--- config.mk ---
export PLATFORM = sky130hd
export DESIGN_NAME = song_sequencer
export DESIGN_NICKNAME = d
export VERILOG_FILES = /design/src/rtl/song_pkg.sv /design/src/rtl/song_sequencer.sv
export SDC_FILE = /design/constraint.sdc
export NUM_CORES = 1
export LEC_CHECK = 0
export CORE_ASPECT_RATIO = 0.5
export CORE_MARGIN = 2
export CORE_UTILIZATION = 35
export DETAILED_ROUTE_END_ITERATION = 10
export PLACE_DENSITY = 0.65
export SYNTH_ARGS = -nofsm -noshare
export SYNTH_HDL_FRONTEND = slang
export SYNTH_SLANG_ARGS = --single-unit
--- constraint.sdc ---
create_clock -name clk -period 4.8 [get_ports clk]
set_clock_uncertainty 0.2 [all_clocks]
set_input_delay 0.96 -clock clk [delete_from_list [all_inputs] [get_ports clk]]
set_output_delay 0.96 -clock clk [all_outputs]
set_load 0.005 [all_outputs]
--- src/rtl/song_pkg.sv ---
`default_nettype none
// ============================================================================
// Module  : song_pkg
// Purpose : Shared definitions for the song sequencer: sequencer states,
//           note-word field layout and default geometry.
// Revision: 1.0 - initial release
// ============================================================================
package song_pkg;

  // Default geometry: 4 songs of 32 note words each
  localparam int NOTES_PER_SONG_DEF = 32;
  localparam int SONG_BITS_DEF      = 2;

  // Note word layout: {note[11:6], duration[5:0]}
  localparam int WORD_W   = 12;
  localparam int NOTE_W   = 6;
  localparam int DUR_W    = 6;
  localparam int NOTE_MSB = 11;
  localparam int NOTE_LSB = 6;
  localparam int DUR_MSB  = 5;
  localparam int DUR_LSB  = 0;

  typedef enum logic [2:0] {
    IDLE    = 3'd0,
    FETCH   = 3'd1,
    DECODE  = 3'd2,
    LOAD    = 3'd3,
    ARM     = 3'd4,
    PLAYING = 3'd5,
    DONE    = 3'd6
  } state_t;

  function automatic logic [NOTE_W-1:0] word_note(input logic [WORD_W-1:0] w);
    return w[NOTE_MSB:NOTE_LSB];
  endfunction

  function automatic logic [DUR_W-1:0] word_dur(input logic [WORD_W-1:0] w);
    return w[DUR_MSB:DUR_LSB];
  endfunction

endpackage
`default_nettype wire

--- src/rtl/song_sequencer.sv ---
`default_nettype none
// ============================================================================
// Module  : song_sequencer
// Purpose : Walks through the note words of the selected song in a
//           synchronous ROM (1-cycle read latency) and hands each note to an
//           external note player, waiting for it to expire before moving on.
//           A zero duration word or the last slot of the song ends playback.
//           NOTES_PER_SONG is expected to be a power of two.
// Revision: 1.0 - initial release
// ============================================================================
module song_sequencer
  import song_pkg::*;
#(
  parameter  int NOTES_PER_SONG = NOTES_PER_SONG_DEF,
  parameter  int SONG_BITS      = SONG_BITS_DEF,
  localparam int IDX_W          = $clog2(NOTES_PER_SONG),
  localparam int ADDR_W         = SONG_BITS + IDX_W
) (
  input  logic                 clk,
  input  logic                 reset,
  input  logic                 play,
  input  logic [SONG_BITS-1:0] song,
  output logic [ADDR_W-1:0]    rom_addr,
  input  logic [WORD_W-1:0]    rom_data,
  output logic [NOTE_W-1:0]    note_to_load,
  output logic [DUR_W-1:0]     duration_to_load,
  output logic                 load_new_note,
  input  logic                 done_with_note,
  output logic [IDX_W-1:0]     note_index,
  output logic                 busy,
  output logic                 song_done
);

  state_t               state_q, state_d;
  logic [SONG_BITS-1:0] song_latched_q, song_latched_d;
  logic [IDX_W-1:0]     note_index_q, note_index_d;
  logic [NOTE_W-1:0]    note_q, note_d;
  logic [DUR_W-1:0]     dur_q, dur_d;
  logic                 song_done_q, song_done_d;
  logic                 load_d;
  logic                 busy_w;
  logic                 song_change_w;
  logic                 last_note_w;

  assign busy_w        = (state_q != IDLE) && (state_q != DONE);
  assign song_change_w = busy_w && (song != song_latched_q);
  assign last_note_w   = (note_index_q == IDX_W'(NOTES_PER_SONG - 1));

  // Next-state and strobe logic; a song change outranks everything incl. pause
  always_comb begin
    state_d        = state_q;
    song_latched_d = song_latched_q;
    note_index_d   = note_index_q;
    note_d         = note_q;
    dur_d          = dur_q;
    load_d         = 1'b0;
    if (song_change_w) begin
      song_latched_d = song;
      note_index_d   = '0;
      state_d        = FETCH;
    end else begin
      case (state_q)
        IDLE: begin
          if (play) begin
            song_latched_d = song;
            note_index_d   = '0;
            state_d        = FETCH;
          end
        end
        // ROM address is already on the bus; data is valid one cycle later
        FETCH: begin
          if (play) state_d = DECODE;
        end
        DECODE: begin
          if (play) begin
            if (word_dur(rom_data) == '0) begin
              state_d = DONE;
            end else begin
              note_d  = word_note(rom_data);
              dur_d   = word_dur(rom_data);
              state_d = LOAD;
            end
          end
        end
        // Strobe only fires on the cycle LOAD is left, so a pause cannot
        // stretch or lose it
        LOAD: begin
          if (play) begin
            load_d  = 1'b1;
            state_d = ARM;
          end
        end
        // Ignore a done level left over from the previous note
        ARM: begin
          if (play && !done_with_note) state_d = PLAYING;
        end
        PLAYING: begin
          if (play && done_with_note) begin
            if (last_note_w) begin
              state_d = DONE;
            end else begin
              note_index_d = note_index_q + IDX_W'(1);
              state_d      = FETCH;
            end
          end
        end
        DONE: begin
          if (!play) state_d = IDLE;
        end
        default: state_d = IDLE;
      endcase
    end
    song_done_d = (state_d == DONE) && (state_q != DONE);
  end

  // State and datapath registers
  always_ff @(posedge clk or negedge reset) begin
    if (!reset) begin
      state_q        <= IDLE;
      song_latched_q <= '0;
      note_index_q   <= '0;
      note_q         <= '0;
      dur_q          <= '0;
      song_done_q    <= 1'b0;
    end else begin
      state_q        <= state_d;
      song_latched_q <= song_latched_d;
      note_index_q   <= note_index_d;
      note_q         <= note_d;
      dur_q          <= dur_d;
      song_done_q    <= song_done_d;
    end
  end

  assign rom_addr         = {song_latched_q, note_index_q};
  assign note_to_load     = note_q;
  assign duration_to_load = dur_q;
  assign load_new_note    = load_d;
  assign note_index       = note_index_q;
  assign busy             = busy_w;
  assign song_done        = song_done_q;

endmodule
`default_nettype wire

# Yosys cells after proc, flatten, opt, wreduce, memory -nomap -nowiden
# Cells that the tools add are included.
dict set report classes {
  n_addsub 1
  n_eq_ne 13
  muxes 22
  n_bitwise 2
  n_reduce_logical 15
}
# operator count
set op_table {}
lappend op_table {{3-bit two-way mux} 10}
lappend op_table {{3-bit one-hot mux with 7 select lines} 1}
lappend op_table {{5-bit two-way mux} 4}
lappend op_table {{3-bit equality test, second input constant} 4}
lappend op_table {{3-bit != test, second input constant} 4}
lappend op_table {{5-bit one-hot mux with 2 select lines} 1}
lappend op_table {{4-bit AND reduction} 2}
lappend op_table {{3-bit by 2-bit equality test with 1-bit output, second input constant} 2}
lappend op_table {{6-bit zero test} 1}
lappend op_table {{2-bit two-way mux} 3}
lappend op_table {{3-bit nonzero test} 2}
lappend op_table {{5-bit by 1-bit adder with 5-bit output, second input constant} 1}
lappend op_table {{5-bit equality test, second input constant} 1}
lappend op_table {{1-bit logical AND} 5}
lappend op_table {{2-bit nonzero test} 2}
lappend op_table {{3-bit by 1-bit equality test with 1-bit output, second input constant} 1}
lappend op_table {{3-bit zero test} 1}
lappend op_table {{1-bit two-way mux} 3}
lappend op_table {{2-bit != test} 1}
lappend op_table {{1-bit inverter} 2}
lappend op_table {{2-bit AND reduction} 1}
lappend op_table {{1-bit zero test} 1}
dict set report totals {
  regBits 23
  inputBits 18
  out_inout_bits 27
  wordCells 59
}

# Longest topological paths before layout
dict set report logic_depth {
  depth_word 7
  mapped_depth 8
}

# Worst setup path after synthesis
# Ideal clock, no wire load.
dict set report synth_path {
  kind {input port to output port}
  startpoint {in song[0]}
  endpoint {out load_new_note}
  t_arrival_ns 1.452
  required_time_ns 3.640
  slack_ns 2.188
  stages 3
  path_buffers 0
  cell_sequence {xnor2_4 nand2_4 nor3_1}
}
dict set report synth_between {
  elab_chain_cells 3
}
# item line
set synth_lines {}
lappend synth_lines {{start: declaration} song_sequencer.sv:22} ;# input logic [SONG_BITS-1:0] song,
lappend synth_lines {{2-bit != test} song_sequencer.sv:46} ;# assign song_change_w = busy_w && (song != song_latched_q);
lappend synth_lines {{1-bit logical AND} song_sequencer.sv:46}
lappend synth_lines {{1-bit two-way mux} song_sequencer.sv:57} ;# if (song_change_w) begin
lappend synth_lines {{end: declaration} song_sequencer.sv:27} ;# output logic load_new_note,
# Every way passes these cells.

# Final worst setup path
# Same ends and word-level chain as after synthesis.

==> reports/metrics.cfg <==
[min_path]
worstHoldPathType = reg -> reg

[floorplan]
start_util_pct = 37.47
row_count = 15
fp.dieH_um = 47.35
fp.dieW_um = 90.69
coreArea_sq_mm = 0.003510
dieArea_sq_mm = 0.004293
ios = 45

[timing]
min_period_over_period_pct = 77.16
fmax_ghz = 0.2700
whs_ps = 292.8
fin_crit_ps = 3704
setup_viol = 0
setup_ws_ps = 1096
worstMarginPinSlew_ps = 1027
final_hold_viol_count = 0
fin_tns_setup_ps = 0
slew_viol_final = 0
rsz0062_at_grt = no
slew_headroom_pct = 31.34

[detailed_routing]
routed_wirelength_um = 2764
vias_per_cell = 4.990
drcViolationCount = 0
vias = 1048
drt_iter0_drc = 36
wl_per_cell_um = 13.16
dr.pass1.iters = 4
ant_nets = 0

[cells_and_area]
final_nets = 181
stdcell_area_sq_mm = 0.001803
drive_gt1_share_pct = 7.547
n_antenna_cell = 0
finish.utilization_pct = 51.37
syn_to_final_growth_pct = 37.11
stdcell_count = 210

[placement]
place_area_sq_mm = 0.001757
numPlacedInstances = 206
io_buffers = 44
dp_hpwl_um = 2122
dp_slack_ps = 1086
gp_congestion = 0.8028

[grt]
grt_pass1_wl_um = 4388
grt_pass1_vias = 917
grtUsageTotal_pct = 13.46
antenna_found_initial = 0
grt_max_degree = 24
grt.overflow.total = 0

[worst_setup_path]
cp_cell_sequence = clkdlybuf4s50_1, xnor2_4, nand2_4, nor3_1, clkdlybuf4s50_1
arrival_ps = 2540
critPathTopFamily = buffers and inverters
cp_common_cell = clkdlybuf4s50_1
worstPathMaxFanout = 10
slowest_stage = clkdlybuf4s50_1
critical_path_required_ps = 3640
setup.worst_path.class = in -> out
end_kind = primary output
worst-path-buf-inv = 2
slowest_delay_ps = 520
startpoint_type = primary input

[synthesis]
synth_top_cells_by_area = dfrtp_1, mux2_1, xnor2_4
async_flop_share_pct = 100.0
ys_ff_latch = 23
syn_area_sq_mm = 0.001315
syn-num-nets = 142
synthesis.instances = 121
yosysTopAreaCell = dfrtp_1
ys.flop_type = dfrtp_1
synth_warnings = 0
synth_top_area_share_pct = 43.77
syn_avg_cell_area_sq_um = 10.87
synth_edf_count = 0
yosysSeqAreaShare_pct = 43.77
ys_types = 39

[power_and_ir_drop]
irDropWorstVdd_uv = 232.9
p_int_mw = 0.5843
comb_power_share_pct = 49.6
power_switching_mw = 0.3326
p_leak_nw = 0.7877
clockPowerShare_pct = 13.1
p_total_mw = 0.9169
p_sw_share_pct = 36.28
p_per_area_mw_per_mm2 = 508.6
pwr-share-seq_pct = 37.2

[run]
drv_cap = 0

[clocking]
clock-sinks = 23
post_cts_buffers = 0
ctsResizeCount = 0
path_clk_slew_ps = 80
holdBufCountCts = 0
tritoncts = done
cts_made_buffers = 3
clockBufferDepth = 2
h-tree-depth = 1
insertion_delay_ps = 270
root_buffer = clkbuf_8

[status]
run_status = finished clean

worst register-to-register path: cells and delay by family, from the launching register on:
kind | cells | cell delay [ps]
AOI/OAI and AO/OA | 2 | 460
adders and majority gates | 2 | 430
and+or+nand+nor | 3 | 560
DFF | 1 | 440
muxes | 1 | 310
metal layers:
| metal | vias up | global-route usage (%) | wire (um) |
|---|---|---|---|
| li1 | 496 | - | - |
| met1 | 508 | 17.29 | 1278 |
| met2 | 39 | 21.64 | 1224 |
| met3 | 5 | 4.494 | 222 |
| met4 | 0 | 5.846 | 39 |
| met5 | - | 0 | 0 |
cell usage after synthesis (2+ instances only):
master and instances:
a21oi_1 6, and3_1 2, buf_2 2, buf_4 6, clkbuf_1 2, dfrtp_1 23, ha_1 3, inv_1 3
mux2_1 14, mux2i_1 4, nand2_1 10, nand2b_1 2, nand3_1 5, nor2_1 8, nor2b_1 2, nor3_1 2
o21ai_0 3, o21ai_1 2, xnor2_4 2
layout make-up:
| type | count | area (sq um) |
|---|---|---|
| sequential | 23 | 575.6 |
| clock inverter | 1 | 5.005 |
| multi-input combinational | 84 | 661.9 |
| clock buffer | 3 | 41.29 |
| tap | 51 | 63.81 |
| timing repair buffer | 44 | 440.4 |
| fill | 347 | 1707 |
| inverter | 4 | 15.01 |
flip-flops by register name, indices dropped and copies added, names as in the netlist:
| register | cells |
|---|---|
| song_latched_q | 2 |
| duration_to_load | 6 |
| note_index | 5 |
| note_to_load | 6 |
| song_done | 1 |
| state_q | 3 |
final timing paths:
path	startpoint	end	slack, ps	cells after the start
setup / recovery	song[0]	load_new_note	1100	5
hold / removal	duration_to_load[0]	duration_to_load[0]	290	1
setup reg to reg	note_index[0]	note_index[0]	2290	8
hold reg to reg	duration_to_load[0]	duration_to_load[0]	290	1
max in group asynchronous	reset	note_to_load[2]	2730	1
min in group asynchronous	reset	state_q[2]	1050	1
power by group through the flow:
stage / combinational, mW / sequential, mW / clock, mW
finish: 0.455 / 0.342 / 0.121
global route: 0.497 / 0.353 / 0.137
CTS: 0.457 / 0.341 / 0.126
detailed placement: 0.456 / 0.344 / 0
global placement: 0.448 / 0.343 / 0
floorplan: 0.279 / 0.323 / 0
cell families after synthesis:
logic type                 count (synthesis)  share of synthesized area [%]
AOI/OAI and AO/OA                         20                          10.75
xor gates and xnor gates                   3                          4.852
adders and majority gates                  3                          2.855
buffers and inverters                     14                          5.899
DFF                                       23                          43.77
muxes                                     19                          16.17
and+or+nand+nor                           39                          15.70
cell usage in the layout, fill, tap and decap left out, drive strengths merged, types with 2 or more instances in the layout:
master / instances
clkdlybuf4s50: 44
ha: 3
a21oi: 6
inv: 4
nand2b: 2
nor2b: 2
nor3: 2
mux2: 15
nand3: 5
clkbuf: 3
dfrtp: 23
nor2: 8
xnor2: 2
nand2: 12
mux2i: 4
and3: 2
o21ai: 5
Power figures use the tool's default switching activity.
